==> config.mk <==
export PLATFORM = sky130hd
export DESIGN_NAME = load_path_ctrl_flat
export DESIGN_NICKNAME = d
export VERILOG_FILES = /design/src/rtl/load_path_pkg.sv /design/src/rtl/load_path_ctrl_if.sv /design/src/rtl/load_extract.sv /design/src/rtl/load_path_ctrl.sv /design/src/flat_wrapper.sv
export SDC_FILE = /design/constraint.sdc
export NUM_CORES = 1
export LEC_CHECK = 0
export CAP_MARGIN = 10
export CORE_UTILIZATION = 25
export DETAILED_ROUTE_END_ITERATION = 8
export PLACE_DENSITY = 0.64
export SLEW_MARGIN = 20
export SYNTH_ARGS = -nofsm -noshare
export SYNTH_HDL_FRONTEND = slang
export SYNTH_SLANG_ARGS = --single-unit
==> constraint.sdc <==
create_clock -name clk -period 2.2 [get_ports clk]
set_input_delay 0.44 -clock clk [delete_from_list [all_inputs] [get_ports clk]]
set_output_delay 0.44 -clock clk [all_outputs]
set_load 0.01 [all_outputs]
==> src/rtl/load_path_pkg.sv <==
// load_path_pkg: shared types and constants for the MEM/WB load path.
// Region, state and funct3 encodings plus the region/alignment helpers.
package load_path_pkg;

   typedef enum logic [1:0] {
      REG_DMEM,
      REG_BIOS,
      REG_IO
   } region_e;

   typedef enum logic [1:0] {
      ST_IDLE,
      ST_MEM_RSP,
      ST_IO_WAIT,
      ST_IO_RSP
   } state_e;

   localparam logic [3:0] NIB_DMEM_A = 4'b0001;
   localparam logic [3:0] NIB_DMEM_B = 4'b0011;
   localparam logic [3:0] NIB_BIOS   = 4'b0100;
   localparam logic [3:0] NIB_IO     = 4'b1000;

   localparam logic [2:0] F3_LB  = 3'b000;
   localparam logic [2:0] F3_LH  = 3'b001;
   localparam logic [2:0] F3_LW  = 3'b010;
   localparam logic [2:0] F3_LBU = 3'b100;
   localparam logic [2:0] F3_LHU = 3'b101;

   localparam logic [31:0] IO_TIMEOUT_DATA = 32'hDEAD_BEEF;

   // Unlisted nibbles land in DMEM, same as the two DMEM nibbles.
   function automatic region_e decode_region(input logic [3:0] nib);
      region_e r;
      case (nib)
         NIB_BIOS:   r = REG_BIOS;
         NIB_IO:     r = REG_IO;
         NIB_DMEM_A: r = REG_DMEM;
         NIB_DMEM_B: r = REG_DMEM;
         default:    r = REG_DMEM;
      endcase
      return r;
   endfunction

   function automatic logic is_misaligned(
      input logic [2:0] f3,
      input logic [1:0] off
   );
      logic word_bad;
      logic half_bad;
      word_bad = (f3 == F3_LW) && (off != 2'b00);
      half_bad = ((f3 == F3_LH) || (f3 == F3_LHU)) && off[0];
      return word_bad || half_bad;
   endfunction

endpackage

==> src/rtl/load_path_ctrl_if.sv <==
// load_path_if: load request/response, BIOS/DMEM and IO read signals.
// master = MEM stage and memories, slave = load_path_ctrl.
interface load_path_if;

   logic        req_valid;
   logic [31:0] req_addr;
   logic [2:0]  req_funct3;

   logic        bios_en;
   logic        dmem_en;
   logic [13:0] mem_addr;
   logic [31:0] bios_doutb;
   logic [31:0] dmem_dout;

   logic        io_rd_valid;
   logic [31:0] io_rd_addr;
   logic        io_rd_ack;
   logic [31:0] io_dout;

   logic        stall;
   logic        rsp_valid;
   logic [31:0] rsp_data;
   logic        err;

   modport master (
      output req_valid, req_addr, req_funct3,
      output bios_doutb, dmem_dout,
      output io_rd_ack, io_dout,
      input  bios_en, dmem_en, mem_addr,
      input  io_rd_valid, io_rd_addr,
      input  stall, rsp_valid, rsp_data, err
   );

   modport slave (
      input  req_valid, req_addr, req_funct3,
      input  bios_doutb, dmem_dout,
      input  io_rd_ack, io_dout,
      output bios_en, dmem_en, mem_addr,
      output io_rd_valid, io_rd_addr,
      output stall, rsp_valid, rsp_data, err
   );

endinterface

==> src/rtl/load_extract.sv <==
// load_extract: picks the byte/half/word at the load offset.
// LB/LH sign-extend, LBU/LHU zero-extend, anything else passes the word.
module load_extract
   import load_path_pkg::*;
(
   input  logic [31:0] word_i,
   input  logic [1:0]  off_i,
   input  logic [2:0]  f3_i,
   output logic [31:0] data_o
);

   logic [7:0]  byte_sel;
   logic [15:0] half_sel;

   always_comb begin
      byte_sel = 8'h00;
      unique case (off_i)
         2'd0: byte_sel = word_i[7:0];
         2'd1: byte_sel = word_i[15:8];
         2'd2: byte_sel = word_i[23:16];
         2'd3: byte_sel = word_i[31:24];
         default: byte_sel = 8'h00;
      endcase
   end

   assign half_sel = off_i[1] ? word_i[31:16] : word_i[15:0];

   always_comb begin
      data_o = word_i;
      case (f3_i)
         F3_LB:   data_o = {{24{byte_sel[7]}}, byte_sel};
         F3_LH:   data_o = {{16{half_sel[15]}}, half_sel};
         F3_LBU:  data_o = {24'h000000, byte_sel};
         F3_LHU:  data_o = {16'h0000, half_sel};
         default: data_o = word_i;
      endcase
   end

endmodule

==> src/rtl/load_path_ctrl.sv <==
// load_path_ctrl: MEM/WB load sequencer for BIOS, DMEM and IO reads.
// Define LOAD_IO_TIMEOUT_EN to abandon IO reads after IO_TIMEOUT_CYCLES.
module load_path_ctrl
   import load_path_pkg::*;
#(
   parameter int unsigned IO_TIMEOUT_CYCLES = 255
) (
   input logic        clk,
   input logic        rst_n,
   load_path_if.slave bus
);

   state_e      state_q, state_d;
   region_e     region_q, region_d;
   logic [1:0]  off_q, off_d;
   logic [2:0]  f3_q, f3_d;
   logic        merr_q, merr_d;
   logic [31:0] io_addr_q, io_addr_d;
   logic [31:0] io_data_q, io_data_d;

`ifdef LOAD_IO_TIMEOUT_EN
   localparam int CNT_W = $clog2(IO_TIMEOUT_CYCLES + 1);
   localparam logic [CNT_W-1:0] CNT_LAST =
      CNT_W'(IO_TIMEOUT_CYCLES - 1);

   logic [CNT_W-1:0] cnt_q, cnt_d;
   logic             to_q, to_d;
`else
   logic unused_timeout_cfg;
   assign unused_timeout_cfg = ^IO_TIMEOUT_CYCLES;
`endif

   region_e     req_region;
   logic        req_mis;
   logic        acc;
   logic        acc_io;
   logic        acc_mem;
   logic [31:0] ext_word;
   logic [31:0] ext_data;
   logic [31:0] rsp_data;
   logic        rsp_err;

   assign req_region = decode_region(bus.req_addr[31:28]);
   assign req_mis    = is_misaligned(bus.req_funct3, bus.req_addr[1:0]);

   // Every state except IO_WAIT can take a new load in the same cycle.
   assign acc     = bus.req_valid && (state_q != ST_IO_WAIT);
   assign acc_io  = acc && !req_mis && (req_region == REG_IO);
   assign acc_mem = acc && !req_mis && (req_region != REG_IO);

   always_comb begin
      state_d   = state_q;
      region_d  = region_q;
      off_d     = off_q;
      f3_d      = f3_q;
      merr_d    = merr_q;
      io_addr_d = io_addr_q;
      io_data_d = io_data_q;
`ifdef LOAD_IO_TIMEOUT_EN
      cnt_d     = cnt_q;
      to_d      = to_q;
`endif
      unique case (state_q)
         ST_IO_WAIT: begin
`ifdef LOAD_IO_TIMEOUT_EN
            cnt_d = cnt_q + CNT_W'(1);
`endif
            if (bus.io_rd_ack) begin
               io_data_d = bus.io_dout;
               state_d   = ST_IO_RSP;
            end
`ifdef LOAD_IO_TIMEOUT_EN
            else if (cnt_q == CNT_LAST) begin
               to_d    = 1'b1;
               state_d = ST_IO_RSP;
            end
`endif
         end
         default: begin
            state_d = ST_IDLE;
            if (acc) begin
               region_d = req_region;
               off_d    = bus.req_addr[1:0];
               f3_d     = bus.req_funct3;
               merr_d   = req_mis;
`ifdef LOAD_IO_TIMEOUT_EN
               cnt_d    = '0;
               to_d     = 1'b0;
`endif
               if (acc_io) begin
                  io_addr_d = bus.req_addr;
                  state_d   = ST_IO_WAIT;
               end else begin
                  state_d   = ST_MEM_RSP;
               end
            end
         end
      endcase
   end

   always_ff @(posedge clk) begin
      if (!rst_n) begin
         state_q   <= ST_IDLE;
         region_q  <= REG_DMEM;
         off_q     <= 2'b00;
         f3_q      <= 3'b000;
         merr_q    <= 1'b0;
         io_addr_q <= '0;
         io_data_q <= '0;
`ifdef LOAD_IO_TIMEOUT_EN
         cnt_q     <= '0;
         to_q      <= 1'b0;
`endif
      end else begin
         state_q   <= state_d;
         region_q  <= region_d;
         off_q     <= off_d;
         f3_q      <= f3_d;
         merr_q    <= merr_d;
         io_addr_q <= io_addr_d;
         io_data_q <= io_data_d;
`ifdef LOAD_IO_TIMEOUT_EN
         cnt_q     <= cnt_d;
         to_q      <= to_d;
`endif
      end
   end

   always_comb begin
      ext_word = bus.dmem_dout;
      if (state_q == ST_IO_RSP) begin
         ext_word = io_data_q;
      end else if (region_q == REG_BIOS) begin
         ext_word = bus.bios_doutb;
      end
   end

   load_extract u_extract (
      .word_i (ext_word),
      .off_i  (off_q),
      .f3_i   (f3_q),
      .data_o (ext_data)
   );

   always_comb begin
      rsp_data = '0;
      rsp_err  = 1'b0;
      if (state_q == ST_MEM_RSP) begin
         rsp_err  = merr_q;
         rsp_data = merr_q ? 32'h0 : ext_data;
      end else if (state_q == ST_IO_RSP) begin
`ifdef LOAD_IO_TIMEOUT_EN
         rsp_err  = to_q;
         rsp_data = to_q ? IO_TIMEOUT_DATA : ext_data;
`else
         rsp_data = ext_data;
`endif
      end
   end

   assign bus.bios_en     = acc_mem && (req_region == REG_BIOS);
   assign bus.dmem_en     = acc_mem && (req_region == REG_DMEM);
   assign bus.mem_addr    = bus.req_addr[15:2];
   assign bus.io_rd_valid = (state_q == ST_IO_WAIT);
   assign bus.io_rd_addr  = io_addr_q;
   assign bus.stall       = (state_q == ST_IO_WAIT) || acc_io;
   assign bus.rsp_valid   = (state_q == ST_MEM_RSP) ||
                            (state_q == ST_IO_RSP);
   assign bus.rsp_data    = rsp_data;
   assign bus.err         = rsp_err;

endmodule

==> src/flat_wrapper.sv <==
// flat-port wrapper written by rule: the top's interface ports become plain ports
module load_path_ctrl_flat import load_path_pkg::*;
#(
   parameter int unsigned IO_TIMEOUT_CYCLES = 255
)
  (clk, rst_n, bus_req_valid, bus_req_addr, bus_req_funct3, bus_bios_doutb, bus_dmem_dout, bus_io_rd_ack, bus_io_dout, bus_bios_en, bus_dmem_en, bus_mem_addr, bus_io_rd_valid, bus_io_rd_addr, bus_stall, bus_rsp_valid, bus_rsp_data, bus_err);
  load_path_if bus_i ();
  input logic clk;
  input logic rst_n;
  input wire logic [$bits(bus_i.req_valid)-1:0] bus_req_valid;
  input wire logic [$bits(bus_i.req_addr)-1:0] bus_req_addr;
  input wire logic [$bits(bus_i.req_funct3)-1:0] bus_req_funct3;
  input wire logic [$bits(bus_i.bios_doutb)-1:0] bus_bios_doutb;
  input wire logic [$bits(bus_i.dmem_dout)-1:0] bus_dmem_dout;
  input wire logic [$bits(bus_i.io_rd_ack)-1:0] bus_io_rd_ack;
  input wire logic [$bits(bus_i.io_dout)-1:0] bus_io_dout;
  output wire logic [$bits(bus_i.bios_en)-1:0] bus_bios_en;
  output wire logic [$bits(bus_i.dmem_en)-1:0] bus_dmem_en;
  output wire logic [$bits(bus_i.mem_addr)-1:0] bus_mem_addr;
  output wire logic [$bits(bus_i.io_rd_valid)-1:0] bus_io_rd_valid;
  output wire logic [$bits(bus_i.io_rd_addr)-1:0] bus_io_rd_addr;
  output wire logic [$bits(bus_i.stall)-1:0] bus_stall;
  output wire logic [$bits(bus_i.rsp_valid)-1:0] bus_rsp_valid;
  output wire logic [$bits(bus_i.rsp_data)-1:0] bus_rsp_data;
  output wire logic [$bits(bus_i.err)-1:0] bus_err;
  assign bus_i.req_valid = bus_req_valid;
  assign bus_i.req_addr = bus_req_addr;
  assign bus_i.req_funct3 = bus_req_funct3;
  assign bus_i.bios_doutb = bus_bios_doutb;
  assign bus_i.dmem_dout = bus_dmem_dout;
  assign bus_i.io_rd_ack = bus_io_rd_ack;
  assign bus_i.io_dout = bus_io_dout;
  assign bus_bios_en = bus_i.bios_en;
  assign bus_dmem_en = bus_i.dmem_en;
  assign bus_mem_addr = bus_i.mem_addr;
  assign bus_io_rd_valid = bus_i.io_rd_valid;
  assign bus_io_rd_addr = bus_i.io_rd_addr;
  assign bus_stall = bus_i.stall;
  assign bus_rsp_valid = bus_i.rsp_valid;
  assign bus_rsp_data = bus_i.rsp_data;
  assign bus_err = bus_i.err;
  load_path_ctrl #(.IO_TIMEOUT_CYCLES(IO_TIMEOUT_CYCLES)) u_core (.clk(clk), .rst_n(rst_n), .bus(bus_i));
endmodule
After elaboration in Yosys (flattened, before gate mapping)
Cells that the tools add are included.
{ "word_totals": {"out_inout_bits": 84, "word_cells": 62, "regBits": 74} }
{ "classes": {"n_reduce_logical": 20, "n_mux": 14, "eq_ne": 20, "n_bitwise": 1} }
{ "op_table": {"columns": ["op", "n"], "rows": [
  ["$mux 32", 5],
  ["$pmux 32 s4", 1],
  ["$pmux 8 s4", 1],
  ["$mux 16", 1],
  ["$eq 2x2->1 const B", 5],
  ["$eq 3x3->1 const B", 3],
  ["$eq 2x1->1 const B", 4],
  ["$logic_and 1x1->1", 8],
  ["$mux 2", 4],
  ["$eq 3x1->1 const B", 2],
  ["$ne 2x2->1 const B", 3],
  ["$eq 4x3->1 const B", 1],
  ["$eq 4x4->1 const B", 1],
  ["$logic_not 2->1", 2],
  ["$logic_or 1x1->1", 4],
  ["$pmux 2 s2", 1],
  ["$reduce_and 2->1", 2],
  ["$eq 3x2->1 const B", 1],
  ["$logic_not 3->1", 1],
  ["$reduce_and 3->1", 1],
  ["$reduce_bool 2->1", 1],
  ["$logic_not 1->1", 1],
  ["$mux 1", 1],
  ["$not 1->1", 1]
]} }

Logic depth before layout (Yosys ltp)
{ "logic_depth": {"depth_word": 10, "ltp_mapped": 9, "mapped_depth_nobuf": 5} }

Cells and area by module
Synthesis repeated with hierarchy kept, for this count alone.
{ "unflattened": {"cells_unflattened": 596, "area_unflattened_um2": 4554.4} }
{ "modules_own_cells": {"columns": ["module", "cells_per_inst", "n_inst", "seq_area_each_um2", "area_each_um2"], "rows": [
  ["load_path_ctrl", 486, 1, 1481.4, 3905.0],
  ["load_extract", 110, 1, 0.0, 649.4]
]} }

Least setup slack after synthesis
No wires, ideal clock.
{ "synth_timing": {"path_kind": "flip-flop to output port", "startpoint": "reg u_core.state_q[0]", "endpoint": "out bus_rsp_data[11]", "t_required_ps": 1760, "arrival_time_ps": 1775, "path_stages_with_launch": 8, "setup_slack_ps": -15, "path_cell_list": "dfxtp_1 > buf_2 > and2_1 > buf_6 > a211oi_2 > nor4b_2 > o41ai_4 > a211oi_1"} }
{ "synth_between": {"elab_chain_len": 6, "elab_cells_between_ends": 9, "classes_between": "eq/ne (2); mux (7)"} }
{ "synth_rtl": {"columns": ["element", "line", "rtl"], "rows": [
  ["start, declared", "load_path_ctrl.sv:13", "state_e state_q, state_d;"],
  ["start signal, assigned", "load_path_ctrl.sv:115", "state_q <= state_d;"],
  ["$eq 2x2->1", "load_path_ctrl.sv:131, load_path_ctrl.sv:151", null],
  ["$mux 32", "load_path_ctrl.sv:131", "if (state_q == ST_IO_RSP) begin"],
  ["$pmux 8 s4 or $mux 16 (tied branches)", "load_extract.sv:17, load_extract.sv:26", null],
  ["$pmux 32 s4", "load_extract.sv:30", "case (f3_i)"],
  ["$mux 32, on equally long branches", "load_path_ctrl.sv:151, load_path_ctrl.sv:150", null],
  ["$mux 32 (*)", "load_path_ctrl.sv:148", "if (state_q == ST_MEM_RSP) begin"],
  ["end, declared", "flat_wrapper.sv:24", "output wire logic [$bits(bus_i.rsp_data)-1:0] bus_rsp_data;"]
]} }
Every way passes the cells marked *; elsewhere a longest branch is shown, timed or not.

Worst setup path after layout
{ "layout_timing": {"startpoint": "in bus_bios_doutb[23]", "endpoint": "out bus_rsp_data[7]"} }
{ "layout_between": {"elab_chain_len": 6, "elab_cells_between_ends": 8, "classes_between": "mux (8)"} }
{ "layout_rtl": {"columns": ["element", "line", "rtl"], "rows": [
  ["start, declared", "flat_wrapper.sv:13", "input wire logic [$bits(bus_i.bios_doutb)-1:0] bus_bios_doutb;"],
  ["$mux 32 (*)", "load_path_ctrl.sv:133", "end else if (region_q == REG_BIOS) begin"],
  ["$mux 32 (*)", "load_path_ctrl.sv:131", null],
  ["$pmux 8 s4 or $mux 16 (tied branches)", "load_extract.sv:17, load_extract.sv:26", null],
  ["$pmux 32 s4 (*)", "load_extract.sv:30", null],
  ["$mux 32, on equally long branches", "load_path_ctrl.sv:151, load_path_ctrl.sv:150", null],
  ["$mux 32 (*)", "load_path_ctrl.sv:148", null]
]} }
Marks and branches as above.

==> impl_metrics.yaml <==
job:
  drv_cap: 0
floorplan:
  die_x_um: 138
  dieArea_sq_um: 19000
  rows: 49
  die_h_um: 138
  floorplan.initialDensity_pct: 25.6
  pin_count: 219
  core_region_area_sq_um: 18000
setup_path:
  worstPathMaxFanout: 8
  slowest_stage: "clkdlybuf4s50_1"
  arrival_ns: 2.36
  crit_required_ns: 1.76
  cp-end-kind: "output port"
  crit_path_start_kind: "input pin"
  crit_path_cell_trace: "clkdlybuf4s50_1 > and3b_2 > a211oi_4 > nor4b_4 > nor4_4 > buf_4 > clkbuf_16 > a221oi_2 > buf_2"
  critical_path.max_stage_delay_ns: 0.47
  path_class: "input pin to output port"
  r2r_slack_ns: 0.31
synth:
  muxShareOfSynthArea_pct: 9.57
  synth_fa_ha_area_share_pct: 0
  synth_top_family_by_area: "simple AND/OR/NAND/NOR gates"
  synth_compound_area_share_pct: 25.1
  ys_types: 48
  synth_nets: 712
  netlist.area_leader.share_pct: 32.1
  synth_warnings: 0
  synth-simple-area-share_pct: 25.8
  synth-edff-count: 0
  yosysSeqAreaShare_pct: 32.1
  syn_avg_cell_area_sq_um: 8.00
  synth_largest_area_cell: "dfxtp_1"
  syn-instance-count: 577
  synth-seq-cells: 74
  synthFlopType: "dfxtp_1"
  ys_async_sr_fraction_pct: 0
  netlist_area_sq_um: 4610
  synthXorXnorAreaFrac_pct: 0
  synthTopCellsByArea: "dfxtp_1, mux2i_1, nand2_1, a21boi_0, nor2b_1"
drt:
  remaining_drc_errors: 0
  ant_nets: 0
  wl_um: 19500
  num_vias: 5333
  wl_per_cell_um: 17.6
  first_pass_iters: 4
  drt-initial-drc-count: 187
  vias_per_cell: 4.83
global_route:
  grt_pass1_vias: 5447
  grt_max_degree: 34
  antenna_found_initial: 3
  grt_pass1_wl_um: 29200
  grt_overflow: 0
  grtUsageTotal_pct: 20.6
timing:
  whs_ns: 0.465
  hold_viol_final: 0
  setup_ws_ns: -0.596
  min_period_ns: 2.80
  drv_slew: 0
  tightest_slew_ns: 0.517
  finalSetupTns_ns: -15.89
  max_clock_freq_mhz: 358
  post-route-period-util_pct: 127
  fin_skew_ns: 0.00433
  setup_viol: 32
  rsz0062_at_grt: "yes"
  relSlewSlack_pct: 65.5
clocking:
  clk_pin_slew_ns: 0.06
  clockRootBuffer: "clkbuf_16"
  htree_levels: 3
  clk_latency_ns: 0.34
  cts_buffer_depth: 2
  cts_inserted_buffers: 9
  clock_sinks: 74
  cts_tree: "done"
finish:
  fin_area_sq_um: 8450
  final_cell_mix: "clkdlybuf4s50_1, buf_4, nand2_1, dfxtp_1, nor2_1"
  layout-drive-gt1-share_pct: 31.4
  syn_to_final_growth_pct: 83.2
  nNetsFinal: 1005
  fillCellCount: 1799
  final_common_cell: "clkdlybuf4s50_1"
status:
  status: "finished, violations left"
  violations: "setup timing"
placement:
  dpl-instance-area_sq_um: 7570
  place_congestion: 0.917
  dp_hpwl_um: 14500
  port_buffers: 218
power:
  ir_drop_v: 0.000345
  power.density_nw_per_um2: 445
  p_leak_nw: 3.33
min_path:
  hold_path.class: "register to register"
-- cells by family (layout without fill, tap and decap cells) --
kind of cell,count (synthesis),count (layout)
other,0,1
AND/OR/NAND/NOR,230,230
flip-flops,74,74
buffers and inverters,65,363
multiplexers,44,44
AO/OA/AOI/OAI,164,164
-- sequential cells by signal, summed over array words and instances (netlist names) --
signal	count
u_core.bus.io_rd_addr	32
u_core.f3_q	3
u_core.io_data_q	32
u_core.merr_q	1
u_core.off_q	2
u_core.region_q	2
u_core.state_q	2
-- stage by stage --
step	total power, W	worst slack [ns]	utilization (%)	cells
2_1_floorplan	0.00173	0.00261	-	577
3_3_place_gp	0.00229	-1.16	42.0	1060
3_5_place_dp	0.00229	-1.15	42.0	1060
4_1_cts	0.00377	-0.663	45.9	1101
5_1_grt	0.00394	-0.691	46.9	1105
6_report	0.00376	-0.596	46.9	1105
-- timing repair --
action,CTS,global route
hold buffers,0,0
endpoints found under the hold margin,0,0
gates resized for setup,250,42
buffers inserted,24,6
gates cloned,1,1
pin swaps,37,21
setup endpoints to repair,37,35
-- routing by layer --
metal / GRT usage [%] / vias up / routed length, um / share of wire [%]
met4: 7.43 / 4 / 433 / 2.2
met5: 0 / - / 23 / 0.12
met2: 35.6 / 235 / 9120 / 47
li1: - / 2607 / - / -
met3: 6.32 / 34 / 1990 / 10
met1: 23.7 / 2453 / 7890 / 41
-- cell type report --
type                    instances  area (sq um)  area share (%)
well taps                     229           287            3.39
clock inverters                 7          52.6           0.622
repair buffers                343          3120            36.9
inverters                       4          15.0           0.178
multi-input cells             438          3260            38.6
diodes                          1          2.50          0.0296
clock buffers                   9           225            2.66
flip-flops and latches         74          1490            17.7
-- cell usage after synthesis (3+ instances only) --
| master | number |
|---|---|
| inv_1 | 4 |
| nand2b_1 | 3 |
| a21oi_1 | 21 |
| a211oi_1 | 19 |
| nor3_1 | 5 |
| nor2_1 | 47 |
| clkbuf_1 | 32 |
| buf_4 | 20 |
| o21ai_1 | 11 |
| buf_2 | 6 |
| a211oi_2 | 5 |
| and3b_1 | 20 |
| o21ai_0 | 30 |
| nand2_1 | 97 |
| o32ai_1 | 6 |
| a21boi_0 | 39 |
| mux2i_1 | 43 |
| nor3b_1 | 8 |
| nor4b_1 | 3 |
| and2_1 | 5 |
| dfxtp_1 | 74 |
| a22oi_1 | 19 |
| nor2b_1 | 29 |
-- where the power goes --
group / internal (W) / switching [W]
Combinational: 0.000576 / 0.000419
Sequential: 0.00136 / 0.0000189
Clock: 0.000771 / 0.000618
Total: 0.00270 / 0.00106
-- path summary, 6_finish.rpt --
kind	depth (start not counted)	from	end
worst max-delay path	9	bus_bios_doutb[23]	bus_rsp_data[7]
worst min-delay path	2	u_core.io_data_q[2]$_SDFFE_PN0P_	u_core.io_data_q[2]$_SDFFE_PN0P_
worst max register to register	7	u_core.state_q[0]$_SDFFE_PN0P_	u_core.bus.io_rd_addr[24]$_SDFFE_PN0P_
worst min register to register	2	u_core.io_data_q[2]$_SDFFE_PN0P_	u_core.io_data_q[2]$_SDFFE_PN0P_
-- worst max-delay path, delay by kind of cell --
family	cells	cell delay (ns)
buf+inv	4	0.96
simple gates	3	0.66
compound gates	2	0.27
Note: power is estimated with default switching activity, not from simulation.
